===== src/rtl/rv32i_types.sv =====
// Shared RV32I pipeline types: branch funct3 encodings and branch-predictor state/counter types.
package rv32i_types;

   typedef enum logic [2:0] {
      BR_BEQ  = 3'b000,
      BR_BNE  = 3'b001,
      BR_BLT  = 3'b100,
      BR_BGE  = 3'b101,
      BR_BLTU = 3'b110,
      BR_BGEU = 3'b111
   } branch_funct3_t;

   typedef enum logic {
      RUN        = 1'b0,
      REDIR_WAIT = 1'b1
   } bp_state_t;

   typedef logic [1:0] sat2_t;

   localparam sat2_t BP_CNT_INIT = 2'b01;

endpackage


===== src/rtl/bp_sat_counter2.sv =====
// Next-value logic for a 2-bit saturating direction counter (00 strong NT .. 11 strong T).
module bp_sat_counter2
   import rv32i_types::*;
(
   input  logic [1:0] cnt_in,
   input  logic       taken,
   output logic [1:0] cnt_out
);

   always_comb begin
      cnt_out = cnt_in;
      if (taken) begin
         if (cnt_in != 2'b11) cnt_out = cnt_in + 2'b01;
      end else begin
         if (cnt_in != 2'b00) cnt_out = cnt_in - 2'b01;
      end
   end

endmodule


===== src/rtl/cmp.sv =====
// RV32I conditional-branch comparator; reserved funct3 encodings resolve as not-taken.
module cmp
   import rv32i_types::*;
(
   input  branch_funct3_t op,
   input  logic [31:0]    a,
   input  logic [31:0]    b,
   output logic           taken
);

   always_comb begin
      taken = 1'b0;
      case (op)
         BR_BEQ:  taken = (a == b);
         BR_BNE:  taken = (a != b);
         BR_BLT:  taken = ($signed(a) <  $signed(b));
         BR_BGE:  taken = ($signed(a) >= $signed(b));
         BR_BLTU: taken = (a <  b);
         BR_BGEU: taken = (a >= b);
         default: taken = 1'b0;
      endcase
   end

endmodule


===== src/rtl/branch_resolve_ctrl.sv =====
// EX-stage branch resolution, 2-bit counter prediction table and fetch redirect handshake.
// Optional performance counters are built when BRANCH_PERF_CNT_EN is defined.
module branch_resolve_ctrl
   import rv32i_types::*;
#(
   parameter int IDX_BITS = 6
) (
   input  logic           clk,
   input  logic           rst,
   input  logic [31:0]    if_pc,
   output logic           if_pred_taken,
   input  logic           ex_br_valid,
   input  logic           ex_stall,
   input  branch_funct3_t ex_br_op,
   input  logic [31:0]    ex_rs1,
   input  logic [31:0]    ex_rs2,
   input  logic [31:0]    ex_pc,
   input  logic [31:0]    ex_target,
   input  logic           ex_pred_taken,
   output logic           redirect_valid,
   output logic [31:0]    redirect_pc,
   input  logic           redirect_ready,
   output logic           flush,
   output logic           stall_req,
   output logic [31:0]    perf_branches,
   output logic [31:0]    perf_mispredicts
);

   localparam int ENTRIES = 1 << IDX_BITS;

   bp_state_t               state_q, state_d;
   logic [31:0]             redirect_pc_q, redirect_pc_d;
   logic [IDX_BITS-1:0]     if_idx, ex_idx;
   logic [2*ENTRIES-1:0]    table_flat;
   sat2_t                   cnt_cur, cnt_next;
   logic                    taken, resolve, mispredict;
   logic                    unused_if_pc_bits;

   assign if_idx            = if_pc[IDX_BITS+1:2];
   assign ex_idx            = ex_pc[IDX_BITS+1:2];
   assign unused_if_pc_bits = ^{if_pc[31:IDX_BITS+2], if_pc[1:0]};

   cmp u_cmp (
      .op    (ex_br_op),
      .a     (ex_rs1),
      .b     (ex_rs2),
      .taken (taken)
   );

   // Branches seen while a redirect is outstanding are younger and about to be squashed.
   assign resolve    = ex_br_valid && !ex_stall && (state_q == RUN);
   assign mispredict = resolve && (taken != ex_pred_taken);

   assign cnt_cur = table_flat[{ex_idx, 1'b0} +: 2];

   bp_sat_counter2 u_sat (
      .cnt_in  (cnt_cur),
      .taken   (taken),
      .cnt_out (cnt_next)
   );

   // Reads see the registered table, so a same-cycle update to the fetched index is not forwarded.
   assign if_pred_taken = table_flat[{if_idx, 1'b1}];

   genvar gi;
   generate
      for (gi = 0; gi < ENTRIES; gi++) begin : g_entry
         sat2_t ent_q, ent_d;

         always_comb begin
            ent_d = ent_q;
            if (resolve && (ex_idx == IDX_BITS'(gi))) ent_d = cnt_next;
         end

         always_ff @(posedge clk) begin
            if (rst) ent_q <= BP_CNT_INIT;
            else     ent_q <= ent_d;
         end

         assign table_flat[2*gi +: 2] = ent_q;
      end
   endgenerate

   always_ff @(posedge clk) begin
      if (rst) begin
         state_q       <= RUN;
         redirect_pc_q <= 32'd0;
      end else begin
         state_q       <= state_d;
         redirect_pc_q <= redirect_pc_d;
      end
   end

   always_comb begin
      state_d       = state_q;
      redirect_pc_d = redirect_pc_q;
      case (state_q)
         RUN: begin
            if (mispredict) begin
               state_d       = REDIR_WAIT;
               redirect_pc_d = taken ? ex_target : (ex_pc + 32'd4);
            end
         end
         REDIR_WAIT: begin
            if (redirect_ready) state_d = RUN;
         end
         default: state_d = RUN;
      endcase
   end

   always_comb begin
      redirect_valid = (state_q == REDIR_WAIT);
      redirect_pc    = redirect_pc_q;
      stall_req      = (state_q == REDIR_WAIT);
      flush          = redirect_valid && redirect_ready;
   end

`ifdef BRANCH_PERF_CNT_EN
   logic [31:0] perf_br_q, perf_br_d;
   logic [31:0] perf_mp_q, perf_mp_d;

   always_comb begin
      perf_br_d = perf_br_q + {31'd0, resolve};
      perf_mp_d = perf_mp_q + {31'd0, mispredict};
   end

   always_ff @(posedge clk) begin
      if (rst) begin
         perf_br_q <= 32'd0;
         perf_mp_q <= 32'd0;
      end else begin
         perf_br_q <= perf_br_d;
         perf_mp_q <= perf_mp_d;
      end
   end

   assign perf_branches    = perf_br_q;
   assign perf_mispredicts = perf_mp_q;
`else
   assign perf_branches    = 32'd0;
   assign perf_mispredicts = 32'd0;
`endif

endmodule


===== config.mk =====
export PLATFORM = sky130hd
export DESIGN_NAME = branch_resolve_ctrl
export DESIGN_NICKNAME = d
export VERILOG_FILES = /design/src/rtl/rv32i_types.sv /design/src/rtl/bp_sat_counter2.sv /design/src/rtl/cmp.sv /design/src/rtl/branch_resolve_ctrl.sv
export SDC_FILE = /design/constraint.sdc
export NUM_CORES = 1
export LEC_CHECK = 0
export BUFFER_PORTS_ARGS = -buffer_cell sky130_fd_sc_hd__buf_2
export CORE_MARGIN = 3
export CORE_UTILIZATION = 54
export DETAILED_ROUTE_END_ITERATION = 7
export GPL_TIMING_DRIVEN = 1
export PLACE_DENSITY_LB_ADDON = 0.05
export SLEW_MARGIN = 40
export SYNTH_ARGS = -nofsm -noshare
export SYNTH_HDL_FRONTEND = slang
export SYNTH_HIERARCHICAL = 1
export SYNTH_SLANG_ARGS = --single-unit

===== constraint.sdc =====
create_clock -name clk -period 3.7 [get_ports clk]
set_input_delay 0.555 -clock clk [delete_from_list [all_inputs] [get_ports clk]]
set_output_delay 0.555 -clock clk [all_outputs]
set_load 0.05 [all_outputs]

==> impl_metrics.toml, run 1 <==
[placed_design]
gp_congestion = 0.850
dp_hpwl_microns = 20800
pre_cts_ws_ps = 55.7
numPortBuffers = 178

[die]
die_area_sq_um = 20400
core_sq_um = 18100
start_util = 0.556
die_w_microns = 143
fp-row-count = 49
dieHeight_microns = 143
num_io_pins = 269

[critical_path]
startpoint = "ex_rs2[27]"
critPathArrivalTime_ps = 3580
path_class = "in2reg"
crit_path_start_kind = "input port"
cp.required_ps = 4050
critical_path.endpoint_type = "flip-flop"
path_max_fanout = 8
ff2ff_path_depth = 9
worstSetupEndpoint = "redirect_pc[28]"
reg2reg_from = "g_entry[7].ent_q[1]"
rr_endpoint = "g_entry[24].ent_q[0]"
rrSetupSlack_ps = 780

[yosys]
synth_seq_area_share = 0.319
synthArstFlopShare = 0
synth_top_area_frac = 0.319
ys_ff_latch = 161
netlist_top_cells_area = "dfxtp_1 (32%), mux2i_1 (8.6%), mux4_2 (8.5%)"
synthFlopType = "dfxtp_1"
synth_top_cell_by_area = "dfxtp_1"
syn_area_sq_um = 10100
netlist_instances = 1174
yosys_warnings = 6
ys_types = 60
synth_edf_count = 0
syn_area_per_cell_sq_um = 8.60

[cells_and_area]
finish.net_count = 1526
syn2layout_area_growth_pct = 15.1
layout-drive-gt1-share = 0.227

[drt]
drc_errors = 0
highest_layer = "met5"
dr.pass1.iters = 5
met2WireLength_microns = 13800
first_iter_violations = 752
drt-total-wl_microns = 28900
wl_per_cell_microns = 18.5
dr_wl_met3_microns = 2380
vias = 9036
viasPerCell = 5.78
wl_met1_microns = 12100
postRouteAntennaNets = 0

[timing]
finalSetupTns_ps = 0
worst_slew_pin_slew_ps = 866
finalWorstSetupSlack_ps = 473
setup_viol = 0
finalHoldViolations = 0
slew_headroom = 0.422
period_share = 0.872
rsz0062_at_grt = "no"
period_needed_ps = 3230
fmaxAchievable_ghz = 0.310
slew_viol_final = 0
skew_ps = 12.3

[clock_network]
ctsResizeCount = 0
htree_levels = 4
cts.sinks = 161
cts_setup_buffers = 0
root_buffer = "clkbuf_16"
holdBufCountCts = 0
cts_tree = "done"
cts.clk_slew.worst_paths_ps = 60
cts_buffers = 17
clkLatencyLatePin_ps = 430
cts.path.max_buffers = 2

[run]
drv_cap = 0

[outcome]
outcome = "complete, no violations"

[pwr]
leakage_nw = 5.22
p_per_area_nw_per_um2 = 378
vdd_drop_max_uv = 351

[grt]
grtUsageTotal = 0.277
grt_antenna_before_repair = 1
grt-ovfl-total = 0
grt_pass1_wl_microns = 44600
grt_max_degree = 51
grt_pass1_vias = 8347

[min_path]
hold_class = "in2reg"
## metrics by stage
step	area (sq um)	total power [mW]	instances	hold WS (ps)	utilization
5_1_grt	11600	4.56	1562	403	0.640
6_report	11600	4.39	1564	400	0.640
3_3_place_gp	11000	2.68	1530	437	0.607
2_1_floorplan	10300	2.47	1237	436	-
4_1_cts	11600	4.41	1562	387	0.639
3_5_place_dp	11000	2.69	1530	444	0.608
## critical path: stages
cell and delay, ps:
buf_2 80, inv_1 30, ha_1 300, nand4_1 220
nor4_4 440, a211oi_1 130, a311oi_1 300, a211o_2 170
nor3_4 40, xnor2_1 160, or2_2 390, nor2_4 230
nand2_1 250, o21ai_0 270
## registers in the layout, indices dropped and copies added, names as in the netlist
signal	flops
g_entry.ent_q	128
redirect_pc	32
redirect_valid	1
## metal layers
metal,global-route usage,vias to the layer above
met5,0,-
met1,0.366,4258
met3,0.0616,46
li1,-,4365
met2,0.459,365
met4,0.0805,2
## synth_stat cells (all sizes together) (2+ instances only)
cell type,instances
a21oi,70
a22o,2
o21ai,69
xnor2,12
nand3,77
a21boi,3
inv,41
nor2b,4
or3,2
dfxtp,161
a21o,3
a22oi,14
xor2,9
mux2,2
or4,2
a31oi,8
a211oi,5
nor4,4
nand4,23
nand2b,13
nand3b,2
a221oi,2
or2,2
o211ai,8
and2,4
and4,3
o311a,2
nor3,19
nor3b,2
o31a,2
nor2,95
buf,96
maj3,2
a311o,3
ha,37
o22ai,6
mux4,47
clkbuf,56
nand2,140
mux2i,87
and3,23
o311ai,3
## how the worst min path moves through the flow
stage / from / end / slack [ps] / cells after the start
3_5_place_dp: redirect_pc[7] / redirect_pc[7] / 440 / 2
5_1_grt: ex_pc[29] / redirect_pc[29] / 400 / 3
6_report: redirect_ready / redirect_valid / 400 / 3
3_3_place_gp: redirect_pc[9] / redirect_pc[9] / 440 / 2
2_1_floorplan: g_entry[21].ent_q[0] / g_entry[21].ent_q[0] / 440 / 2
4_1_cts: redirect_ready / redirect_valid / 390 / 3
## cells by family after synthesis
family                     after synthesis  synth area share
adders and majority gates               39            0.0481
buffers and inverters                  194             0.102
xor gates and xnor gates                21            0.0182
and+or+nand+nor                        417             0.195
DFF                                    161             0.319
other                                    1          0.000372
muxes                                  136             0.197
AOI/OAI and AO/OA                      205             0.121
## cells in the final DEF, fill, tap and decap left out, types with 4 or more instances in the layout
cell / synthesis / routed
a21oi_1: 70 / 70
buf_2: 22 / 177
clkbuf_16: 0 / 17
dfxtp_1: 161 / 161
mux2i_1: 87 / 87
xnor2_1: 12 / 12
o21ai_0: 69 / 69
ha_1: 37 / 37
mux4_1: 9 / 9
inv_1: 41 / 41
and3_1: 23 / 23
xor2_1: 9 / 9
conb_1: 1 / 64
a22oi_1: 14 / 14
clkinvlp_4: 0 / 5
buf_4: 65 / 32
o211ai_1: 8 / 8
nor3_1: 18 / 18
mux4_2: 38 / 38
buf_12: 0 / 7
nor2_1: 94 / 92
a31oi_1: 8 / 8
nand3_1: 77 / 77
nand2b_1: 13 / 13
nand2_1: 140 / 140
and2_1: 4 / 4
a211oi_1: 5 / 5
nand4_1: 22 / 22
o22ai_1: 6 / 6
## cell type report
type	count	area [sq um]
fill	1640	6540
multi-input combinational	882	6090
sequential	161	3220
timing repair buffer	216	1270
clock buffer	20	457
tap	229	287
inverter	42	159
clock inverter	12	121
antenna	2	5.00
## power by group
group	internal, mW	total [mW]	switching, mW
Combinational	0.260	0.882	0.622
Sequential	1.76	1.78	0.0157
Clock	0.975	1.74	0.760
(Power assumes the default switching activity.)
==> run 2, diff against run 1 <==
--- a/config.mk
+++ b/config.mk
@@ -5,10 +5,10 @@
 export SDC_FILE = /design/constraint.sdc
 export NUM_CORES = 1
 export LEC_CHECK = 0
-export BUFFER_PORTS_ARGS = -buffer_cell sky130_fd_sc_hd__buf_2
 export CORE_MARGIN = 3
-export CORE_UTILIZATION = 54
+export CORE_UTILIZATION = 60
 export DETAILED_ROUTE_END_ITERATION = 7
+export DONT_BUFFER_PORTS = 1
 export GPL_TIMING_DRIVEN = 1
 export PLACE_DENSITY_LB_ADDON = 0.05
 export SLEW_MARGIN = 40
==> impl_metrics.toml, run 2 (synthesis results as in run 1) <==
[drt]
viasPerCell = 6.06
drc_errors = 0
wl_per_cell_microns = 19.7
dr.pass1.iters = 6
drt-total-wl_microns = 26800
vias = 8229
first_iter_violations = 594
postRouteAntennaNets = 0

[run]
drv_cap = 0

[cells_and_area]
largest_register = "g_entry.ent_q"
layout_commonest_cell = "dfxtp_1"
syn2layout_area_growth_pct = 4.51
diodes = 0
layout-drive-gt1-share = 0.0982
finish.net_count = 1334
most-common-layout-cells = "dfxtp_1 (161), nand2_1 (140), nor2_1 (93), mux2i_1 (87), nand3_1 (77)"
largest_register_ffs = 128

[timing]
setup_viol = 0
slew_headroom = 0.462
worst_slew_pin_slew_ps = 807
rsz0062_at_grt = "no"
finalSetupTns_ps = 0
finalWorstSetupSlack_ps = 596
skew_ps = 8.70
fmaxAchievable_ghz = 0.322
whs_ps = 200
finalHoldViolations = 0
period_share = 0.839
slew_viol_final = 0
period_needed_ps = 3100

[critical_path]
path_max_fanout = 13
cp.required_ps = 4010
cp_slowest_cell = "or2_2"
reg2reg_from = "g_entry[7].ent_q[1]"
critical_path.endpoint_type = "flip-flop"
crit_path_start_kind = "input port"
crit_buf_inv = 2
cpLargestDelayFamily = "simple AND/OR/NAND/NOR gates"
cpPeakStageDelay_ps = 430
critPathArrivalTime_ps = 3410
startpoint = "ex_rs2[27]"
path_cells = "inv_1 > ha_1 > nand4_1 > nor3_1 > a22oi_1 > nand3_1 > o311a_1 > nor3_4 > xnor2_1 > or2_2 > nor2_4 > buf_4 > nand2_1 > o311ai_0"
path_class = "in2reg"

[clock_network]
cts.sinks = 161
cts_tree = "done"
root_buffer = "clkbuf_16"
htree_levels = 4
holdBufCountCts = 0
ctsResizeCount = 0
cts_setup_buffers = 0
clkLatencyLatePin_ps = 430
cts.clk_slew.worst_paths_ps = 70
cts.path.max_buffers = 2
cts_buffers = 17

[min_path]
hold_class = "in2reg"
hold_start = "rst"

[die]
fp-row-count = 46
start_util = 0.624
die_area_sq_um = 18400
die_w_microns = 136
dieHeight_microns = 136
core_sq_um = 16200
num_io_pins = 269

[grt]
grt-ovfl-total = 0
grt_pass1_vias = 7696
grtUsageTotal = 0.283
grt_antenna_before_repair = 0
grt_max_degree = 100
grt_pass1_wl_microns = 41200

[placed_design]
dp_hpwl_microns = 18700
pre_cts_ws_ps = 200
gp_congestion = 0.847
numPortBuffers = 0

[outcome]
outcome = "complete, no violations"

[pwr]
leakage_nw = 4.39
power_mw = 4.24
p_per_area_nw_per_um2 = 402
vdd_drop_max_uv = 359
run 2: final cells by class:
class | count | area (sq um)
Sequential cell | 161 | 3220
Clock inverter | 15 | 171
Tap cell | 216 | 270
Multi-Input combinational cell | 882 | 6090
Clock buffer | 17 | 425
Fill cell | 1422 | 5630
Inverter | 42 | 158
Timing Repair Buffer | 24 | 205
run 2: per-layer routing:
metal	GRT usage	routed length, microns	up-vias	share of wire
li1	-	-	3969	-
met1	0.364	10800	3927	0.40
met2	0.472	13200	299	0.49
met3	0.0743	2210	34	0.083
met4	0.0806	485	0	0.018
met5	0	0	-	0
run 2: where the power goes:
group,internal [mW],switching [mW]
clock,1.01,0.768
sequential,1.76,0.102
combinational,0.173,0.427
total,2.95,1.30
run 2: through the flow:
stage | instances | instance area, sq um | utilization
after floorplan | 1237 | 10300 | -
after global placement | 1324 | 9940 | 0.614
after detailed placement | 1325 | 9950 | 0.615
after CTS | 1357 | 10500 | 0.652
after global routing | 1357 | 10500 | 0.652
final | 1357 | 10500 | 0.652
run 2: final timing paths:
path	cells past startpoint	slack, ps	end
max reg2reg	9	740	g_entry[63].ent_q[0]
min reg2reg	2	470	g_entry[28].ent_q[0]
min	1	200	redirect_pc[24]
max	14	600	redirect_pc[31]
==> run 3, diff against run 2 <==
==> constraint.sdc (replaced) <==
create_clock -name clk -period 2.89 [get_ports clk]
set_input_delay 0.4335 -clock clk [delete_from_list [all_inputs] [get_ports clk]]
set_output_delay 0.4335 -clock clk [all_outputs]
set_load 0.05 [all_outputs]
==> impl_metrics.toml, run 3 (synthesis results as in run 1) <==
[pwr]
p_seq_frac = 0.440
switching_share = 0.303
p_per_area_nw_per_um2 = 495
p_switching_mw = 1.64
intPower_mw = 3.78
vdd_drop_max_uv = 485
p_clk_frac = 0.399
leakage_nw = 4.52
power.share.combinational = 0.160

[outcome]
outcome = "complete, no violations"

[grt]
grt_antenna_before_repair = 0
use_met1 = 0.361
grt_use_met2 = 0.508
grt_busiest_layer = "met2"
grtUsageTotal = 0.299
grt_max_degree = 100
grt-ovfl-total = 0
use_met3 = 0.0810
grt_pass1_vias = 8092
grt_pass1_wl_microns = 42600

[timing]
period_share = 0.965
skew_ps = 14.5
finalSetupTns_ps = 0
slew_viol_final = 0
finalHoldViolations = 0
setup_viol = 0
rsz0062_at_grt = "no"
fmaxAchievable_ghz = 0.359
period_needed_ps = 2790
worst_slew_pin_slew_ps = 856
whs_ps = 57.8
slew_headroom = 0.429

[cells_and_area]
utilization = 0.678
most-common-layout-cells = "dfxtp_1 (161), nand2_1 (139), nor2_1 (93), mux2i_1 (87), nand3_1 (77)"
layout-drive-gt1-share = 0.145
diodes = 0
syn2layout_area_growth_pct = 8.63
layout_commonest_cell = "dfxtp_1"
finish.net_count = 1354
largest_register = "g_entry.ent_q"
largest_register_ffs = 128

[critical_path]
rrSetupSlack_ps = 100
cpPeakStageDelay_ps = 480
path_class = "reg2reg"
critPathArrivalTime_ps = 3070
cp.required_ps = 3170
critical_path.endpoint_type = "flip-flop"
rr_endpoint = "g_entry[4].ent_q[0]"
reg2reg_from = "g_entry[7].ent_q[1]"
cp_slowest_cell = "mux4_2"
path_cells = "mux4_2 > a22o_1 > a221oi_2 > nor3_1 > or4_4 > maj3_2 > buf_4 > clkbuf_16 > nand2_1 > nand3_1"
ff2ff_path_depth = 10
crit_path_start_kind = "flip-flop"
path_max_fanout = 14

[drt]
viasPerCell = 6.20
dr.pass1.iters = 5
drt-total-wl_microns = 28300
wl_per_cell_microns = 20.5
drc_errors = 0
postRouteAntennaNets = 0
first_iter_violations = 675
vias = 8543

[die]
die_w_microns = 136
start_util = 0.624
fp-row-count = 46
dieHeight_microns = 136
num_io_pins = 269
die_area_sq_um = 18400
core_sq_um = 16200

[min_path]
hold_path_end = "redirect_pc[24]"
hold_start = "rst"
hold_class = "in2reg"
min_path_cells = 1

[clock_network]
cts_tree = "done"
cts_buffers = 17
cts.sinks = 161
root_buffer = "clkbuf_16"
clkLatencyLatePin_ps = 440
cts.clk_slew.worst_paths_ps = 70
htree_levels = 4
cts.path.max_buffers = 2

[run]
drv_cap = 0

[placed_design]
gp_congestion = 0.912
dp_hpwl_microns = 19800
numPortBuffers = 0
==> run 3: cell count changes in the layout (fill, tap and decap cells not counted), sizes merged <==
cell / previous run / this run
clkinv: 3 / 4
clkinvlp: 2 / 3
bufinv: 2 / 1
clkbuf: 17 / 22
buf: 24 / 43
inv: 50 / 45
==> run 3: area by class of cell <==
type                    instances  area [sq um]
inverters                      42           170
well taps                     216           270
fillers                      1356          5210
multi-input cells             882          6280
clock inverters                11           103
clock buffers                  21           460
repair buffers                 44           452
flip-flops and latches        161          3220
==> run 3: layer usage <==
metal  vias to the layer above  routed length, microns
li1                       4013                       -
met1                      4100                   11000
met2                       370                   14000
met3                        60                    2520
met4                         0                     782
met5                         -                       0
==> run 3: metrics by stage <==
step	instances	total power, mW	area [sq um]	worst slack [ps]
2_1_floorplan	1237	3.23	10700	-110
3_3_place_gp	1343	3.27	10300	-275
3_5_place_dp	1343	3.28	10300	-308
4_1_cts	1375	5.42	10900	57.6
5_1_grt	1377	5.59	11000	7.31
6_report	1377	5.42	11000	102
==> run 3: how the worst max path moves through the flow <==
stage                              startpoint              endpoint  slack (ps)  cells after the start
final                     g_entry[7].ent_q[1]   g_entry[4].ent_q[0]         100                     10
after global routing                ex_rs2[6]       redirect_pc[16]           7                     12
after CTS                 g_entry[7].ent_q[1]  g_entry[42].ent_q[0]          60                      9
after detailed placement           ex_rs2[26]       redirect_pc[28]        -310                     13
after global placement              ex_rs2[6]       redirect_pc[16]        -280                     12
after floorplan                    ex_rs2[30]       redirect_pc[14]        -110                     13
==> run 3: timing repair <==
action	in CTS	in global routing
hold buffers	0	0
buffers inserted	0	1
setup endpoints to repair	0	51
hold endpoints to repair	0	0
resized for setup	0	6
==> run 3: power by group through the flow <==
stage               clock (mW)  combinational [mW]  sequential [mW]
CTS                       2.19               0.844             2.39
floorplan                    0               0.807             2.42
detailed placement           0               0.842             2.44
finish                    2.17               0.869             2.39
global route              2.27               0.935             2.39
global placement             0               0.831             2.44
==> run 3: worst max-delay path: cells and delay by family, from the launching register on <==
kind / cells / cell delay, ps
simple gates: 4 / 650
flops: 1 / 320
mux: 1 / 480
buf+inv: 2 / 340
compound gates: 2 / 480
fa+ha+maj: 1 / 360
